--- config.mk ---
export PLATFORM = sky130hd
export DESIGN_NAME = key_scan
export DESIGN_NICKNAME = d
export VERILOG_FILES = /design/src/rtl/key_scan.sv
export SDC_FILE = /design/constraint.sdc
export NUM_CORES = 1
export LEC_CHECK = 0
export CELL_PAD_IN_SITES_DETAIL_PLACEMENT = 0
export CELL_PAD_IN_SITES_GLOBAL_PLACEMENT = 1
export CORE_MARGIN = 8
export CORE_UTILIZATION = 45
export CTS_CLUSTER_SIZE = 12
export DETAILED_ROUTE_END_ITERATION = 10
export HOLD_SLACK_MARGIN = 0.08
export PLACE_DENSITY_LB_ADDON = 0.1
export SETUP_SLACK_MARGIN = 0.3
export SYNTH_ARGS = -nofsm -noshare
export SYNTH_HDL_FRONTEND = slang
export SYNTH_SLANG_ARGS = --single-unit
--- constraint.sdc ---
create_clock -name CLK_1K -period 2.6 [get_ports CLK_1K]
set_input_delay 0.65 -clock CLK_1K [delete_from_list [all_inputs] [get_ports CLK_1K]]
set_output_delay 0.65 -clock CLK_1K [all_outputs]
set_load 0.02 [all_outputs]
--- src/rtl/key_scan.sv ---
// key_scan: 4x4 keypad matrix scanner. Synchronizes the rows, debounces one key,
// emits its code with a one-cycle flag, then waits for a debounced release.
module key_scan #(
    parameter int SCAN_DWELL = 4,
    parameter int DEBOUNCE   = 20
) (
    input  logic       CLK_1K,
    input  logic       RST,
    input  logic [3:0] row_in,
    output logic [3:0] col_out,
    output logic [3:0] key_value,
    output logic       flag
);

    localparam int DW_W  = $clog2(SCAN_DWELL);
    localparam int CNT_W = $clog2(DEBOUNCE);
    localparam logic [DW_W-1:0]  DWELL_LAST = DW_W'(SCAN_DWELL - 1);
    localparam logic [CNT_W-1:0] CNT_LAST   = CNT_W'(DEBOUNCE - 1);

    typedef enum logic [1:0] {
        ST_SCAN,
        ST_DEBOUNCE,
        ST_HOLD
    } state_t;

    logic [3:0]       sync1, rows;
    state_t           state, state_nxt;
    logic [3:0]       col_nxt;
    logic [DW_W-1:0]  dwell, dwell_nxt;
    logic [CNT_W-1:0] cnt, cnt_nxt;
    logic [3:0]       row_lat, row_lat_nxt;
    logic [3:0]       key_nxt;
    logic             flag_nxt;
    logic [3:0]       col_rot;

    // Exactly one row pulled low: a single key on the driven column.
    function automatic logic single_key(input logic [3:0] r);
        case (r)
            4'b1110, 4'b1101, 4'b1011, 4'b0111: return 1'b1;
            default:                            return 1'b0;
        endcase
    endfunction

    function automatic logic [3:0] key_code(input logic [3:0] row, input logic [3:0] col);
        logic [1:0] r;
        logic [1:0] c;
        r = 2'd0;
        c = 2'd0;
        for (int i = 0; i < 4; i++) begin
            if (!row[i]) r = 2'(i);
            if (!col[i]) c = 2'(i);
        end
        case ({r, c})
            4'h0: return 4'h1;
            4'h1: return 4'h2;
            4'h2: return 4'h3;
            4'h3: return 4'ha;
            4'h4: return 4'h4;
            4'h5: return 4'h5;
            4'h6: return 4'h6;
            4'h7: return 4'hb;
            4'h8: return 4'h7;
            4'h9: return 4'h8;
            4'ha: return 4'h9;
            4'hb: return 4'hc;
            4'hc: return 4'hf;
            4'hd: return 4'h0;
            4'he: return 4'he;
            default: return 4'hd;
        endcase
    endfunction

    // NOTE: row_in is asynchronous to CLK_1K; two flops before any decision uses it.
    always_ff @(posedge CLK_1K or negedge RST) begin
        if (!RST) begin
            sync1 <= 4'b1111;
            rows  <= 4'b1111;
        end else begin
            // NOTE: sequential state always uses non-blocking assignments.
            sync1 <= row_in;
            rows  <= sync1;
        end
    end

    always_ff @(posedge CLK_1K or negedge RST) begin
        if (!RST) begin
            state     <= ST_SCAN;
            col_out   <= 4'b1110;
            dwell     <= '0;
            cnt       <= '0;
            row_lat   <= 4'b1111;
            key_value <= 4'h0;
            flag      <= 1'b0;
        end else begin
            state     <= state_nxt;
            col_out   <= col_nxt;
            dwell     <= dwell_nxt;
            cnt       <= cnt_nxt;
            row_lat   <= row_lat_nxt;
            key_value <= key_nxt;
            flag      <= flag_nxt;
        end
    end

    assign col_rot = {col_out[2:0], col_out[3]};

    always_comb begin
        // NOTE: every output of this block gets a default first, so no latch is inferred.
        state_nxt   = state;
        col_nxt     = col_out;
        dwell_nxt   = dwell;
        cnt_nxt     = cnt;
        row_lat_nxt = row_lat;
        key_nxt     = key_value;
        flag_nxt    = 1'b0;

        case (state)
            ST_SCAN: begin
                if (dwell == DWELL_LAST) begin
                    dwell_nxt = '0;
                    if (single_key(rows)) begin
                        state_nxt   = ST_DEBOUNCE;
                        row_lat_nxt = rows;
                        cnt_nxt     = '0;
                    end else begin
                        col_nxt = col_rot;
                    end
                end else begin
                    dwell_nxt = dwell + 1'b1;
                end
            end

            ST_DEBOUNCE: begin
                if (rows != row_lat) begin
                    state_nxt = ST_SCAN;
                    col_nxt   = col_rot;
                    dwell_nxt = '0;
                end else if (cnt == CNT_LAST) begin
                    key_nxt   = key_code(row_lat, col_out);
                    flag_nxt  = 1'b1;
                    state_nxt = ST_HOLD;
                    cnt_nxt   = '0;
                end else begin
                    cnt_nxt = cnt + 1'b1;
                end
            end

            ST_HOLD: begin
                // Release must be clean for DEBOUNCE cycles; any bounce restarts it.
                if (rows != 4'b1111) begin
                    cnt_nxt = '0;
                end else if (cnt == CNT_LAST) begin
                    state_nxt = ST_SCAN;
                    col_nxt   = col_rot;
                    dwell_nxt = '0;
                    cnt_nxt   = '0;
                end else begin
                    cnt_nxt = cnt + 1'b1;
                end
            end

            default: state_nxt = ST_SCAN;
        endcase
    end

endmodule

==> results_dict.tcl <==
set metrics [dict create \
    worstSetupEndpointType "output pin" \
    layout_setup_ws_ps 401.3 \
    relSlewSlack_pct 65.03 \
    synth_fa_ha_area_share_pct 7.800 \
    drive_above_1_share_pct 28.13 \
    hpwl_microns 2024 \
    p_per_area_nw_per_um2 730.0 \
    cp_max_fo 8 \
    fp.dieH_microns 75.71 \
    period_share_pct 84.56 \
    clock_sinks 30 \
    worst_hold_slack_ps 360.2 \
    htree_levels 2 \
    most-common-layout-cells "dfrtp_1, dfstp_2, clkdlybuf4s50_1, mux2_2" \
    grt_max_degree 31 \
    synthSimpleGateAreaFrac_pct 14.43 \
    start_util_pct 47.32 \
    areaGrowthSynthToFinish_pct 16.38 \
    synth.area.mux_share_pct 7.722 \
    gp_congestion 0.7793 \
    skew_ps 4.149 \
    port_buffers 14 \
    layout_min_cycle_time_ps 2199 \
    finalSetupTns_ps 0 \
    drt-wirelength-per-cell_microns 13.03 \
    drt_iter0_markers 30 \
    numCtsBuffers 5 \
    cp_top_family "buffers and inverters" \
    p_leak_nw 0.8140 \
    critPathMaxStageDelay_ps 620 \
    cts_root_buf "clkbuf_4" \
    synth.distinct_cells 39 \
    rsz0062_at_grt "false" \
    syn-num-nets 155 \
    synth_edf_count 0 \
    worst_pin_slew_ps 519.0 \
    antenna_cells 0 \
    synth_xor_area_share_pct 3.276 \
    vias 1069 \
    setup_viol_count_final 0 \
    crit_path_cell_trace "clkdlybuf4s50_1" \
    grt_pass1_wl_microns 4767 \
    yosysTopAreaCellShare_pct 24.57 \
    routed_wl_microns 2684 \
    post-place-ws_ps 610.9 \
    syn-cell-area_sq_um 1604 \
    path_buf_inv 1 \
    core_region_area_sq_um 3390 \
    clockBufferDepth 2 \
    power.total_mw 1.363 \
    ios 15 \
    max_freq_ghz 0.4548 \
    grt_pass1_vias 1061 \
    synthFlopType "dfstp_2" \
    fin_cells 206 \
    drt-vias-per-instance 5.189 \
    critPathArrivalTime_ps 1550 \
    synth_compound_area_share_pct 15.60 \
    ys_async_sr_fraction_pct 100.0 \
    dpl.cell_count 198 \
    final_nets 175 \
    start_kind "flip-flop" \
    max_cap_viol_count 0 \
    dieArea_sq_um 5731 \
    hold_buffers 0 \
    hold_viol 0 \
    avgSynthCellArea_sq_um 11.54 \
    grt_usage_pct 11.24 \
    crit_required_ps 1950 \
    status "complete, no violations" \
    row_count 21 \
    slew_violations 0 \
    clkTransAtPathRegs_ps 90 \
    firstDrtPassIters 4 \
    synth_top_area_cell "dfstp_2" \
    dieWidth_microns 75.71 \
    ys_warn_count 0 \
    antenna_found_initial 0 \
    seq_area_frac_synth_pct 47.97 \
    critical_path_class "flip-flop to output pin" \
    slowest_stage "clkdlybuf4s50_1" \
    drcViolationCount 0 \
    overflow 0 \
    post_cts_buffers 0 \
    ctsResizeCount 0 \
    synth_seq_cells 30 \
    drt.antenna.violating_nets 0 \
    synth_area_leaders "dfstp_2, dfrtp_1, ha_1, mux2_2, inv_1" \
    min_path_type "flip-flop to flip-flop" \
    synth_cells 139 \
    cts_tree "yes" \
    synth_top_family_by_area "compound AO/OA/AOI/OAI gates" \
    clkLatencyLatePin_ps 320 \
    ir_drop_v 0.0004077 \
]
==> worst register-to-register path, stage by stage (launching register included) <==
cell	delay, ps
dfstp_2	610
xor2_1	110
nor4_4	510
nand2_1	170
nand3_2	150
mux2_2	350
==> routing by layer <==
metal | track usage [%] | vias up | share of wire, %
met2 | 16.30 | 22 | 46
met4 | 4.478 | 0 | 1.1
met3 | 5.921 | 4 | 5.6
li1 | - | 535 | -
met5 | 0 | - | 0
met1 | 13.65 | 508 | 47
==> Yosys cell counts, types with 3 or more instances <==
library cell and count:
xor2_1 4, a31oi_1 4, inv_1 10, a22o_1 3, nor2b_1 6, nor2_1 6
o21ai_0 7, nand3_1 4, dfrtp_1 15, dfstp_2 15, mux2_2 11, nand2_1 9
ha_1 10, a21o_1 3
==> sequential cells by signal, indices dropped and copies added, names as in the netlist <==
register,count
key_value,4
flag,1
sync1,4
dwell,2
state,2
rows,4
col_out,4
row_lat,4
cnt,5
==> where the power goes <==
group	internal, mW	switching, mW	total [mW]
logic	0.214	0.226	0.440
registers	0.557	0.0755	0.632
clock network	0.130	0.161	0.291
total	0.901	0.462	1.36
==> logic make-up (layout without fill, tap and decap cells) <==
kind of cell,Yosys count,in the layout
AND/OR/NAND/NOR,38,38
XOR/XNOR,6,6
multiplexers,11,11
buffers and inverters,13,34
AO/OA/AOI/OAI,31,31
adder cells (fa/ha/maj),10,10
flip-flops,30,30
==> final cells by class <==
cell class              count  area [sq um]
inverters                  10         37.54
clock inverters             2         12.51
well taps                  46         57.56
fillers                   282          1523
multi-input cells          96         783.3
flip-flops and latches     30         769.5
repair buffers             16         155.1
clock buffers               6         51.30
==> worst paths after layout <==
check	depth (start not counted)	slack, ps	from	endpoint
worst max-delay path	1	400	col_out[3]	col_out[3]
worst min-delay path	0	360	sync1[1]	rows[1]
worst max register to register	5	590	rows[1]	col_out[0]
worst min register to register	0	360	sync1[1]	rows[1]
max in group asynchronous	2	1600	RST	col_out[2]
min in group asynchronous	2	690	RST	cnt[3]
==> metrics by stage <==
step	area [sq um]	util, %
floorplan	1604	-
global placement	1803	53.19
detailed placement	1803	53.19
CTS	1867	55.08
global route	1867	55.08
finish	1867	55.08
(Power assumes the default switching activity.)
